### src/rtl/pipe_ctrl_pkg.sv
// pipe_ctrl_pkg: definitions shared by the pipeline hazard controller.
//   OP_LOAD             - opcode of a load instruction (RV32 LOAD major opcode)
//   MEM_TIMEOUT_DEFAULT - default limit on consecutive memory-wait cycles
//   state_t             - controller FSM state encodings
//   is_load_use()       - load-use hazard detection between execute and decode
package pipe_ctrl_pkg;

    localparam logic [6:0] OP_LOAD             = 7'b0000011;
    localparam int         MEM_TIMEOUT_DEFAULT = 255;

    typedef enum logic [0:0] {
        ST_RUN      = 1'b0,
        ST_MEM_WAIT = 1'b1
    } state_t;

    // A load in execute whose destination (other than x0) feeds decode.
    function automatic logic is_load_use(
        input logic [6:0] opcode,
        input logic [4:0] rd,
        input logic [4:0] rs1,
        input logic [4:0] rs2
    );
        return (opcode == OP_LOAD) && (rd != 5'd0) && ((rd == rs1) || (rd == rs2));
    endfunction

endpackage

### src/rtl/pipe_ctrl_perf_cnt.sv
// pipe_ctrl_perf_cnt: saturating event counter.
//   clk   - clock, rising edge
//   rst   - synchronous active-high reset, clears the count
//   inc   - count one event this cycle
//   count - current count; holds at all-ones once reached
module pipe_ctrl_perf_cnt
    import pipe_ctrl_pkg::*;
#(
    parameter int W = 32
) (
    input  logic         clk,
    input  logic         rst,
    input  logic         inc,
    output logic [W-1:0] count
);

    logic [W-1:0] count_r;

    // Count register: increments on an event, stops at all-ones.
    always_ff @(posedge clk) begin
        if (rst) begin
            count_r <= '0;
        end else if (inc && (count_r != {W{1'b1}})) begin
            count_r <= count_r + W'(1);
        end else begin
            count_r <= count_r;
        end
    end

    assign count = count_r;

endmodule

### src/rtl/pipe_ctrl.sv
// pipe_ctrl: stall/bubble controller for a 5-stage in-order pipeline.
// Resolves memory waits, branch mispredicts and load-use hazards, in that
// priority, into per-stage hold (stall) and squash (bubble) controls.
//
// Ports:
//   clk_i, rst_i              - clock; synchronous active-high reset
//   D_rs1_i, D_rs2_i          - sources of the instruction in decode
//   E_opcode_i, E_rd_i        - opcode/destination of the instruction in execute
//   e_mispredict_i            - execute redirects the PC this cycle
//   m_mem_req_i, m_mem_ready_i- memory stage request/ready handshake
//   F/D/E/M_stall_o           - stage hold controls (combinational)
//   D/E/M/W_bubble_o          - stage squash controls (combinational)
//   mem_timeout_o             - sticky: a memory wait reached MEM_TIMEOUT cycles
//   stall_cnt_o, flush_cnt_o  - performance counters
//
// Build option: define PIPE_CTRL_PERF_EN to build the saturating performance
// counters; otherwise the counter ports are tied to zero.
module pipe_ctrl
    import pipe_ctrl_pkg::*;
#(
    parameter int MEM_TIMEOUT = MEM_TIMEOUT_DEFAULT,
    parameter int CNT_W       = 32
) (
    input  logic             clk_i,
    input  logic             rst_i,
    input  logic [4:0]       D_rs1_i,
    input  logic [4:0]       D_rs2_i,
    input  logic [6:0]       E_opcode_i,
    input  logic [4:0]       E_rd_i,
    input  logic             e_mispredict_i,
    input  logic             m_mem_req_i,
    input  logic             m_mem_ready_i,
    output logic             F_stall_o,
    output logic             D_stall_o,
    output logic             E_stall_o,
    output logic             M_stall_o,
    output logic             D_bubble_o,
    output logic             E_bubble_o,
    output logic             M_bubble_o,
    output logic             W_bubble_o,
    output logic             mem_timeout_o,
    output logic [CNT_W-1:0] stall_cnt_o,
    output logic [CNT_W-1:0] flush_cnt_o
);

    // One spare bit so the incremented count can always be compared with the limit.
    localparam int WAIT_W = $clog2(MEM_TIMEOUT + 1) + 1;
    localparam logic [WAIT_W-1:0] TIMEOUT_CMP = WAIT_W'(MEM_TIMEOUT);

    state_t            state_r;
    state_t            state_next_s;
    logic [WAIT_W-1:0] wait_cnt_r;
    logic [WAIT_W-1:0] wait_next_s;
    logic [WAIT_W-1:0] wait_inc_s;
    logic              timeout_r;
    logic              timeout_set_s;
    logic              mem_wait_s;
    logic              load_use_s;

    assign mem_wait_s = m_mem_req_i & ~m_mem_ready_i;
    assign load_use_s = is_load_use(E_opcode_i, E_rd_i, D_rs1_i, D_rs2_i);

    // Stage controls: reset squash, then memory wait, mispredict, load-use.
    always_comb begin
        F_stall_o  = 1'b0;
        D_stall_o  = 1'b0;
        E_stall_o  = 1'b0;
        M_stall_o  = 1'b0;
        D_bubble_o = 1'b0;
        E_bubble_o = 1'b0;
        M_bubble_o = 1'b0;
        W_bubble_o = 1'b0;
        if (rst_i) begin
            D_bubble_o = 1'b1;
            E_bubble_o = 1'b1;
            M_bubble_o = 1'b1;
            W_bubble_o = 1'b1;
        end else if (mem_wait_s) begin
            // Freeze everything up to memory; writeback gets a bubble.
            F_stall_o  = 1'b1;
            D_stall_o  = 1'b1;
            E_stall_o  = 1'b1;
            M_stall_o  = 1'b1;
            W_bubble_o = 1'b1;
        end else if (e_mispredict_i) begin
            // Wrong-path instructions in decode and execute are squashed;
            // this also removes any load-use victim sitting in decode.
            D_bubble_o = 1'b1;
            E_bubble_o = 1'b1;
        end else if (load_use_s) begin
            F_stall_o  = 1'b1;
            D_stall_o  = 1'b1;
            E_bubble_o = 1'b1;
        end else begin
            F_stall_o  = 1'b0;
        end
    end

    // Next state and wait counter. The entry cycle counts as the first wait
    // cycle, so a limit of N flags after the Nth consecutive wait cycle.
    always_comb begin
        state_next_s  = ST_RUN;
        wait_next_s   = '0;
        timeout_set_s = 1'b0;
        case (state_r)
            ST_RUN:      wait_inc_s = WAIT_W'(1);
            ST_MEM_WAIT: wait_inc_s = wait_cnt_r + WAIT_W'(1);
            default:     wait_inc_s = WAIT_W'(1);
        endcase
        if (mem_wait_s) begin
            if (wait_inc_s >= TIMEOUT_CMP) begin
                // Give up on this wait: flag it and drop back to RUN.
                timeout_set_s = 1'b1;
                state_next_s  = ST_RUN;
                wait_next_s   = '0;
            end else begin
                state_next_s  = ST_MEM_WAIT;
                wait_next_s   = wait_inc_s;
            end
        end else begin
            state_next_s = ST_RUN;
            wait_next_s  = '0;
        end
    end

    // FSM state, wait counter and sticky timeout flag.
    always_ff @(posedge clk_i) begin
        if (rst_i) begin
            state_r    <= ST_RUN;
            wait_cnt_r <= '0;
            timeout_r  <= 1'b0;
        end else begin
            state_r    <= state_next_s;
            wait_cnt_r <= wait_next_s;
            timeout_r  <= timeout_r | timeout_set_s;
        end
    end

    assign mem_timeout_o = timeout_r;

`ifdef PIPE_CTRL_PERF_EN
    logic flush_evt_s;

    // Only mispredicts actually acted on are counted; one held off by a
    // memory wait is counted when it is finally applied.
    assign flush_evt_s = e_mispredict_i & ~mem_wait_s & ~rst_i;

    pipe_ctrl_perf_cnt #(
        .W (CNT_W)
    ) u_stall_cnt (
        .clk   (clk_i),
        .rst   (rst_i),
        .inc   (F_stall_o),
        .count (stall_cnt_o)
    );

    pipe_ctrl_perf_cnt #(
        .W (CNT_W)
    ) u_flush_cnt (
        .clk   (clk_i),
        .rst   (rst_i),
        .inc   (flush_evt_s),
        .count (flush_cnt_o)
    );
`else
    assign stall_cnt_o = '0;
    assign flush_cnt_o = '0;
`endif

endmodule

### config.mk
export PLATFORM = sky130hd
export DESIGN_NAME = pipe_ctrl
export DESIGN_NICKNAME = d
export VERILOG_FILES = /design/src/rtl/pipe_ctrl_pkg.sv /design/src/rtl/pipe_ctrl_perf_cnt.sv /design/src/rtl/pipe_ctrl.sv
export SDC_FILE = /design/constraint.sdc
export NUM_CORES = 1
export LEC_CHECK = 0
export BUFFER_PORTS_ARGS = -buffer_cell sky130_fd_sc_hd__buf_2
export CAP_MARGIN = 10
export CORE_UTILIZATION = 30
export DETAILED_ROUTE_END_ITERATION = 8
export PLACE_DENSITY_LB_ADDON = 0.2
export SLEW_MARGIN = 30
export SYNTH_ARGS = -nofsm -noshare
export SYNTH_HDL_FRONTEND = slang
export SYNTH_SLANG_ARGS = --single-unit
### constraint.sdc
create_clock -name clk_i -period 2.4 [get_ports clk_i]
set_input_delay 0.48 -clock clk_i [delete_from_list [all_inputs] [get_ports clk_i]]
set_output_delay 0.48 -clock clk_i [all_outputs]
set_load 0.1 [all_outputs]
==> results of run 1 <==
[through the flow]
step,setup WS [ns],area (um^2)
floorplan,-0.366,1510
finish,0.192,1370
CTS,0.174,1370
detailed placement,0.178,1320
global placement,0.195,1320
global route,0.137,1370
[sequential cells by signal, indices dropped and copies added, names as in the netlist]
register,flops
mem_timeout_o,1
state_r,1
wait_cnt_r,9
[per-layer routing]
metal  track usage  up-vias  routed length, um
met1         0.109      388                801
li1              -      459                  -
met3        0.0325        2                190
met5             0        -                  0
met4        0.0319        0                 20
met2         0.149       52                925
[logic make-up after synthesis]
group | count (synthesis) | share of synthesized area
fa+ha+maj | 1 | 0.00995
other cells | 1 | 0.00298
buf+inv | 71 | 0.412
flops | 11 | 0.175
compound gates | 17 | 0.0955
simple gates | 39 | 0.201
xor+xnor | 14 | 0.103
[power breakdown]
part | internal (uW) | leakage, uW | total (uW) | switching, uW
logic | 47.6 | 0.000587 | 566 | 518
registers | 186 | 0.0000893 | 188 | 2.70
clock network | 117 | 0.0000228 | 186 | 69.3
[final cells by class]
class	count	area, um^2
Clock buffer	4	45.0
Inverter	3	15.0
Sequential cell	11	220
Fill cell	447	2630
Timing Repair Buffer	36	258
Tap cell	50	62.6
Multi-Input combinational cell	136	767
[cells in the mapped netlist]
cell type	count
sky130_fd_sc_hd__buf_4	67
sky130_fd_sc_hd__xor2_1	12
sky130_fd_sc_hd__dfxtp_1	11
sky130_fd_sc_hd__nand2_1	9
sky130_fd_sc_hd__nor3_1	6
sky130_fd_sc_hd__nand3_1	5
sky130_fd_sc_hd__nor2_1	4
sky130_fd_sc_hd__o21ai_0	4
sky130_fd_sc_hd__a211oi_1	3
sky130_fd_sc_hd__inv_1	3
sky130_fd_sc_hd__a31oi_1	2
sky130_fd_sc_hd__nand2b_1	2
sky130_fd_sc_hd__nor3b_1	2
sky130_fd_sc_hd__or3_2	2
sky130_fd_sc_hd__a21boi_0	1
sky130_fd_sc_hd__a21oi_1	1
sky130_fd_sc_hd__a22oi_1	1
sky130_fd_sc_hd__a32o_1	1
sky130_fd_sc_hd__and3_1	1
sky130_fd_sc_hd__and3b_1	1
sky130_fd_sc_hd__clkbuf_1	1
sky130_fd_sc_hd__conb_1	1
sky130_fd_sc_hd__ha_1	1
sky130_fd_sc_hd__nand4_4	1
sky130_fd_sc_hd__nand4bb_4	1
sky130_fd_sc_hd__nor4b_1	1
sky130_fd_sc_hd__o211a_1	1
sky130_fd_sc_hd__o211ai_1	1
sky130_fd_sc_hd__o21ba_1	1
sky130_fd_sc_hd__o31ai_1	1
sky130_fd_sc_hd__or2_2	1
sky130_fd_sc_hd__or3_1	1
sky130_fd_sc_hd__or4_1	1
sky130_fd_sc_hd__or4b_4	1
sky130_fd_sc_hd__xnor2_1	1
sky130_fd_sc_hd__xor2_2	1
[worst min-delay path by stage]
stage                        from       endpoint  cells after the start
floorplan           wait_cnt_r[0]  wait_cnt_r[0]                      1
global placement    mem_timeout_o  mem_timeout_o                      1
detailed placement  mem_timeout_o  mem_timeout_o                      1
CTS                 mem_timeout_o  mem_timeout_o                      1
global route        mem_timeout_o  mem_timeout_o                      1
finish              mem_timeout_o  mem_timeout_o                      1
[worst max-delay path: cells and delay by family]
| family | cells | cell delay [ns] |
|---|---|---|
| AND/OR/NAND/NOR | 2 | 0.60 |
| buffers and inverters | 2 | 0.31 |
| AO/OA/AOI/OAI | 2 | 0.33 |
==> metrics.txt, run 1 <==
run status=finished, final reports clean; routed wirelength normalized by instance count=8.07 um; router iterations before antenna repair=2; post-CTS setup buffer count=0; Die Outline Area=4450 um^2; CTS Root Cell=sky130_fd_sc_hd__clkbuf_8; synthesis-stage register bit count=11; Tot Pwr=940 uW; row cnt=23; worst vdd ir=223 uV; critical path required time=1.92 ns; RSZ-0062 raised after global routing=no; cts bufs inserted=3; final RePlAce weighted congestion=0.709; commonest non-fill, non-tap cells in the layout=65 x sky130_fd_sc_hd__conb_1, 30 x sky130_fd_sc_hd__buf_2, 12 x sky130_fd_sc_hd__xor2_1; Hold Vio Cnt, Final=0; layout cells sized above 1=0.258; standard cell with the maximum stage delay on the critical path=sky130_fd_sc_hd__or4_1; core outline area=4000 um^2; global route overflow=0; worst setup path category=in -> out; R2R Path End=wait_cnt_r[3]; startpoint kind of the worst setup timing path=primary input; critical path, cell by cell=buf_2 > or4_1 > o211a_1 > nand2_1 > o21ai_2 > buf_12; Worst R2R Setup Slack=0.52 ns; TNS Setup=0 ns; largest net degree at the start of global routing=9; power density over the cells=687 nW/um^2; final-report max-slew violation count=0; largest cells by area after synthesis=sky130_fd_sc_hd__buf_4 40%, sky130_fd_sc_hd__dfxtp_1 18%, sky130_fd_sc_hd__xor2_1 8.4%; Max Cap Viol=0; area grow syn2layout=8.76%; Tightest Hold Check Type=reg -> reg; clock latency of the later-clocked register in the worst-skew pair=0.24 ns; Worst Setup SP=E_rd_i[1]; minimum clock period=2.21 ns; count of distinct cell types in the synthesized netlist=36; Detailed Route Iter0 Violations=6; highest cell delay on the worst timing path=0.52 ns; share of Yosys cell area claimed by the top area cell type=0.400; number of clock sinks=11; cell taking the most area after synthesis=sky130_fd_sc_hd__buf_4; remaining max-slew budget at the tightest pin=0.586; Post-route DRC=0; Slew @ Worst Pin=0.616 ns; Starting Density=0.314; post-route clock period utilization=0.920; detailed placement HPWL=1660 um; layout net count=219; remaining antenna violation count after routing=0; final standard cell count with taps included and fillers excluded=240; first-pass GRT wire length=3100 um; kind of capture point of the worst setup path=output pin; Syn. warnings=0; sequential cell area fraction in the yosys report=0.175; clock transition at the registers of the reported paths=0.05 ns; htree depth=1; leakage component of the power=0.000700 uW; Max Clock Freq=453 MHz; arrival time at the worst endpoint=1.73 ns; FF-to-FF path depth=5; clock tree from TritonCTS=built; die boundary width=66.7 um; most common library cell in the layout ignoring fill and taps=sky130_fd_sc_hd__conb_1; antenna violations before repair=0; final setup vio count=0; global-route usage over all layers=0.0914; total length of routed wires=1940 um; utilization of the core after routing=0.342; total placed cells including tap cells=236; detailed-route vias per instance=3.75; Mean Syn Cell Area=8.17 um^2; Max FO, Critical Path=3; number of vias after detailed routing=901; CTS hold repair buffers=0; IO Pins=100; DIE HEIGHT=66.7 um; tightest hold margin=0.479 ns; cell area after synthesis=1260 um^2; Fin Clk Skew=0.00235 ns; Setup crit end=D_stall_o; number of buffers inserted by port buffering=35; vias in the first global route=759; cells after synthesis=154; antenna diode count=0; Critical R2R Launch=wait_cnt_r[0]; CTS-repair resized insts=0; maximum number of buffers from clock root to sink=2
Power figures use the tool's default switching activity.
==> run 2: changes to the inputs <==
Settings changed: BUFFER_PORTS_ARGS -buffer_cell sky130_fd_sc_hd__buf_2 to unset, CORE_MARGIN set to 4, DONT_BUFFER_PORTS set to 1.
==> run 2 against run 1 <==
Against the previous run: first-iteration DRC count rose to 5.5 times the previous value; die area is 19% higher; highest routed layer unchanged; largest cell class unchanged; sequential cell count stayed put; setup slack improved by 0.084 ns; critical endpoint unchanged.
==> metrics.txt, run 2 (synthesized netlist as in run 1, its figures left out) <==
run status=finished, final reports clean; layout net count=189 (-14%); final-report max-slew violation count=0 (unchanged); Fillers=447 (unchanged); number of buffers inserted by port buffering=0 (-100%); die boundary width=72.7 um (+9.0%); global-route usage over all layers=0.0786 (-0.0128); first-pass GRT wire length=3260 um (+5.3%); sequential cell area in the final layout=220 um^2 (unchanged); post-route clock period utilization=0.885 (-0.0349); register name with the most flops=wait_cnt_r; htree depth=1 (unchanged); CTS Root Cell=sky130_fd_sc_hd__clkbuf_8; area grow syn2layout=-5.57%; Fin Clk Skew=0.00675 ns (+0.00440 ns); Hold Vio Cnt, Final=0 (unchanged); core outline area=4030 um^2 (+0.72%); antenna diode count=0 (unchanged); vias in the first global route=689 (-9.2%); Tot Pwr=905 uW (-3.7%); router iterations before antenna repair=4 (+2); Worst R2R Setup Slack=0.61 ns (+0.09 ns); antenna violations before repair=0 (unchanged); FF-to-FF path depth=5 (unchanged); utilization of the core after routing=0.295 (-0.0472); clock latency of the later-clocked register in the worst-skew pair=0.24 ns (about the same); critical path required time=1.92 ns (about the same); CTS hold repair buffers=0 (unchanged); Detailed Route Iter0 Violations=33 (+27); cts bufs inserted=3 (unchanged); power density over the cells=762 nW/um^2 (+11%); final setup vio count=0 (unchanged); number of vias after detailed routing=838 (-7.0%); maximum number of buffers from clock root to sink=2 (unchanged); layout cells sized above 1=0.119 (-0.139); Tightest Hold Check Type=in -> reg; Setup crit end=D_stall_o; Post-Layout Inst Area=1190 um^2 (-13%); Post-route DRC=0 (unchanged); DIE HEIGHT=72.7 um (+9.0%); RSZ-0062 raised after global routing=no; highest signal layer in the routed design=met4; kind of capture point of the worst setup path=output pin; minimum clock period=2.12 ns (-0.0839 ns); Max Clock Freq=471 MHz (+3.9%); detailed placement HPWL=1980 um (+19%); worst vdd ir=170 uV (-24%); Worst Setup SP=E_rd_i[1]; post-CTS setup buffer count=0 (unchanged); clock tree from TritonCTS=built; number of clock sinks=11 (unchanged); most common library cell in the layout ignoring fill and taps=sky130_fd_sc_hd__conb_1; largest net degree at the start of global routing=9 (unchanged); multi-input logic area=774 um^2 (+0.98%); CTS-repair resized insts=0 (unchanged); leakage component of the power=0.000569 uW (-19%); Starting Density=0.312 (-0.00225); clock transition at the registers of the reported paths=0.05 ns (about the same); Met1 Wirelength=821 um (+2.5%); commonest non-fill, non-tap cells in the layout=65 x sky130_fd_sc_hd__conb_1, 12 x sky130_fd_sc_hd__xor2_1, 11 x sky130_fd_sc_hd__dfxtp_1; startpoint kind of the worst setup timing path=primary input; Slew @ Worst Pin=0.506 ns (-0.111 ns); detailed-route vias per instance=3.99 (+6.3%); IO Pins=100 (unchanged); worst setup path category=in -> out; routed wl met3=256 um (+35%); Max FO, Critical Path=3 (unchanged); Die Outline Area=5290 um^2 (+19%); arrival time at the worst endpoint=1.64 ns (-0.09 ns); Critical R2R Launch=wait_cnt_r[0]; remaining max-slew budget at the tightest pin=0.660 (+0.0744); dpl cell area=1140 um^2 (-14%); final RePlAce weighted congestion=0.822 (+16%); routed wirelength normalized by instance count=10.8 um (+34%); total length of routed wires=2280 um (+18%); remaining antenna violation count after routing=0 (unchanged); global route overflow=0 (unchanged); detailed route wirelength on metal2=1150 um (+24%); Max Cap Viol=0 (unchanged); row cnt=23 (unchanged); R2R Path End=wait_cnt_r[4]; flip-flop count of the largest register after layout=9 (unchanged)
run 2: cell types whose count changed in the layout (fill, tap and decap cells not counted):
cell                      before  now
sky130_fd_sc_hd__o21ai_4       0    1
sky130_fd_sc_hd__o21ai_2       2    1
sky130_fd_sc_hd__buf_4         1    4
sky130_fd_sc_hd__buf_12        5    2
sky130_fd_sc_hd__buf_2        30    0
run 2: layer usage:
| metal | GRT usage | vias to the layer above |
|---|---|---|
| met2 | 0.133 | 57 |
| met4 | 0.0471 | 0 |
| met5 | 0 | - |
| met3 | 0.0165 | 5 |
| li1 | - | 396 |
| met1 | 0.0900 | 380 |
run 2: per-stage QoR:
| step | worst slack [ns] | hold WS, ns | cells | TNS (ns) |
|---|---|---|---|---|
| after global routing | 0.235 | 0.404 | 210 | 0 |
| final | 0.276 | 0.401 | 210 | 0 |
| after CTS | 0.284 | 0.402 | 210 | 0 |
| after floorplan | -0.366 | 0.461 | 218 | -0.366 |
| after detailed placement | 0.287 | 0.472 | 206 | 0 |
| after global placement | 0.310 | 0.461 | 206 | 0 |
run 2: worst min path at each step:
stage | start | end | slack (ns) | depth (start not counted)
after detailed placement | mem_timeout_o | mem_timeout_o | 0.47 | 1
after global placement | mem_timeout_o | mem_timeout_o | 0.46 | 1
after floorplan | wait_cnt_r[0] | wait_cnt_r[0] | 0.46 | 1
after global routing | rst_i | mem_timeout_o | 0.40 | 1
final | rst_i | mem_timeout_o | 0.40 | 1
after CTS | rst_i | mem_timeout_o | 0.40 | 1
run 2: final cells by class:
type,instances,share of cell area
repair buffers,6,0.0590
multi-input cells,136,0.652
inverters,3,0.0126
flip-flops and latches,11,0.185
well taps,50,0.0527
clock buffers,4,0.0379
run 2: critical path, cell delays in order:
cell and delay, ns:
sky130_fd_sc_hd__or4_1 0.53, sky130_fd_sc_hd__o211a_1 0.24, sky130_fd_sc_hd__nand2_1 0.11, sky130_fd_sc_hd__o21ai_4 0.07, sky130_fd_sc_hd__buf_12 0.21
run 2: power by group:
group          leakage, uW  switching (uW)  internal (uW)
Clock            0.0000228            72.5            117
Combinational     0.000457             502           25.7
Sequential       0.0000893            2.84            185
Total             0.000569             577            328
==> run 3: changes to the inputs <==
Settings changed: CORE_MARGIN 4 to unset.
==> run 3 against run 2 <==
Against the previous run: via count fell by 1.6%; combinational power barely moved; global-route usage rose by 1.1 points; hold slack improved by 0.0017 ns; final cell count fell by 0.48%; clock skew fell by 0.0039 ns; clock-buffer cell count did not move; utilization barely moved; fmax rose by 0.70%; highest routed layer unchanged.
==> metrics.txt, run 3 (synthesized netlist as in run 1, its figures left out) <==
worst setup path category=in -> out; core outline area=4000 um^2 (-0.71%); worst slack, placed=0.291 ns (+0.00411 ns); register name with the most flops=wait_cnt_r; vias in the first global route=734 (+6.5%); IO Pins=100 (unchanged); antenna diode count=0 (unchanged); remaining max-slew budget at the tightest pin=0.452 (-0.208); commonest non-fill, non-tap cells in the layout=65 x sky130_fd_sc_hd__conb_1, 12 x sky130_fd_sc_hd__xor2_1, 11 x sky130_fd_sc_hd__dfxtp_1; startpoint kind of the worst setup timing path=primary input; post-route clock period utilization=0.879 (-0.00619); global-route usage over all layers=0.0899 (+0.0113); worst vdd ir=241 uV (+42%); largest net degree at the start of global routing=9 (unchanged); post-CTS setup buffer count=0 (unchanged); remaining antenna violation count after routing=0 (unchanged); router iterations before antenna repair=4 (unchanged); start point of the worst hold path=rst_i; utilization of the core after routing=0.295 (about the same); area grow syn2layout=-6.17%; Tightest Hold Check Type=in -> reg; Max Cap Viol=0 (unchanged); number of vias after detailed routing=825 (-1.6%); CTS Root Cell=sky130_fd_sc_hd__clkbuf_8; min setup slack post-route=0.291 ns (+0.0149 ns); detailed placement HPWL=1690 um (-14%); number of buffers inserted by port buffering=0 (unchanged); DIE HEIGHT=66.7 um (-8.2%); Fin Clk Skew=0.00287 ns (-0.00388 ns); final RePlAce weighted congestion=0.750 (-8.7%); endpoint of the worst hold path=mem_timeout_o; run status=finished, final reports clean; cts bufs inserted=3 (unchanged); Starting Density=0.314 (+0.00225); power density over the cells=764 nW/um^2 (+0.29%); Post-Layout Inst Area=1180 um^2 (-0.63%); critical path required time=1.92 ns (about the same); sequential cell area in the final layout=220 um^2 (unchanged); Fillers=451 (+0.89%); antenna violations before repair=0 (unchanged); number of clock sinks=11 (unchanged); layout net count=188 (-0.53%); minimum clock period=2.11 ns (-0.0149 ns); layout cells sized above 1=0.113 (-0.00554); final setup vio count=0 (unchanged); Detailed Route Iter0 Violations=14 (-58%); Critical R2R Launch=wait_cnt_r[0]; routed wirelength normalized by instance count=9.41 um (-13%); hold depth=1 (unchanged); Die Outline Area=4450 um^2 (-16%); R2R Path End=wait_cnt_r[5]; Worst R2R Setup Slack=0.64 ns (+0.03 ns); leakage component of the power=0.000565 uW (-0.80%); RSZ-0062 raised after global routing=no; Hold Vio Cnt, Final=0 (unchanged); arrival time at the worst endpoint=1.63 ns (about the same); most common library cell in the layout ignoring fill and taps=sky130_fd_sc_hd__conb_1; dpl cell area=1130 um^2 (-0.66%); htree depth=1 (unchanged); row cnt=23 (unchanged); Max Clock Freq=474 MHz (+0.70%); FF-to-FF path depth=5 (unchanged); global route overflow=0 (unchanged); clock tree from TritonCTS=built; final-report max-slew violation count=0 (unchanged); multi-input logic area=774 um^2 (unchanged); die boundary width=66.7 um (-8.2%); detailed-route vias per instance=3.95 (-1.1%); flip-flop count of the largest register after layout=9 (unchanged); Slew @ Worst Pin=0.821 ns (+0.315 ns); Post-route DRC=0 (unchanged); maximum number of buffers from clock root to sink=2 (unchanged); Max FO, Critical Path=3 (unchanged); CTS-repair resized insts=0 (unchanged); clock transition at the registers of the reported paths=0.05 ns (about the same); first-pass GRT wire length=3040 um (-7.0%); kind of capture point of the worst setup path=output pin; CTS hold repair buffers=0 (unchanged); clock latency of the later-clocked register in the worst-skew pair=0.24 ns (about the same); total length of routed wires=1970 um (-14%)
-- run 3: changes by cell type in the layout (fill, tap and decap cells not counted) --
cell                    delta
sky130_fd_sc_hd__buf_4     -1
-- run 3: stage by stage --
stage | setup TNS, ns | total power, uW | std cells | hold slack (ns)
final | 0 | 902 | 209 | 0.403
after detailed placement | 0 | 715 | 205 | 0.500
after floorplan | -0.366 | 790 | 218 | 0.461
after global placement | 0 | 714 | 205 | 0.490
after global routing | 0 | 930 | 209 | 0.408
after CTS | 0 | 908 | 209 | 0.403
-- run 3: power breakdown --
group	switching [uW]	internal, uW
Sequential	2.57	186
Combinational	500	24.3
Clock	72.6	117
Total	575	327
-- run 3: how the worst max path moves through the flow --
stage               slack [ns]  cells past startpoint          start          to
floorplan                -0.37                      5  E_opcode_i[5]   F_stall_o
global placement          0.32                      5      E_rd_i[1]   D_stall_o
detailed placement        0.29                      5      E_rd_i[1]   D_stall_o
CTS                       0.29                      5      E_rd_i[1]   D_stall_o
global route              0.23                      5      E_rd_i[1]  E_bubble_o
finish                    0.29                      5      E_rd_i[1]   D_stall_o
-- run 3: layer usage --
metal / vias up / track usage / share of wire
li1: 392 / - / -
met1: 377 / 0.0919 / 0.35
met2: 51 / 0.170 / 0.54
met3: 5 / 0.0205 / 0.084
met4: 0 / 0.0399 / 0.022
met5: - / 0 / 0
-- run 3: critical path: stages --
cell,delay (ns)
sky130_fd_sc_hd__or4_1,0.53
sky130_fd_sc_hd__o211a_1,0.23
sky130_fd_sc_hd__nand2_1,0.11
sky130_fd_sc_hd__o21ai_4,0.07
sky130_fd_sc_hd__buf_12,0.21
-- run 3: area by class of cell --
cell class | count | share of cell area
clock buffers | 4 | 0.0382
inverters | 3 | 0.0127
multi-input cells | 136 | 0.656
flip-flops and latches | 11 | 0.187
well taps | 50 | 0.0530
repair buffers | 5 | 0.0530
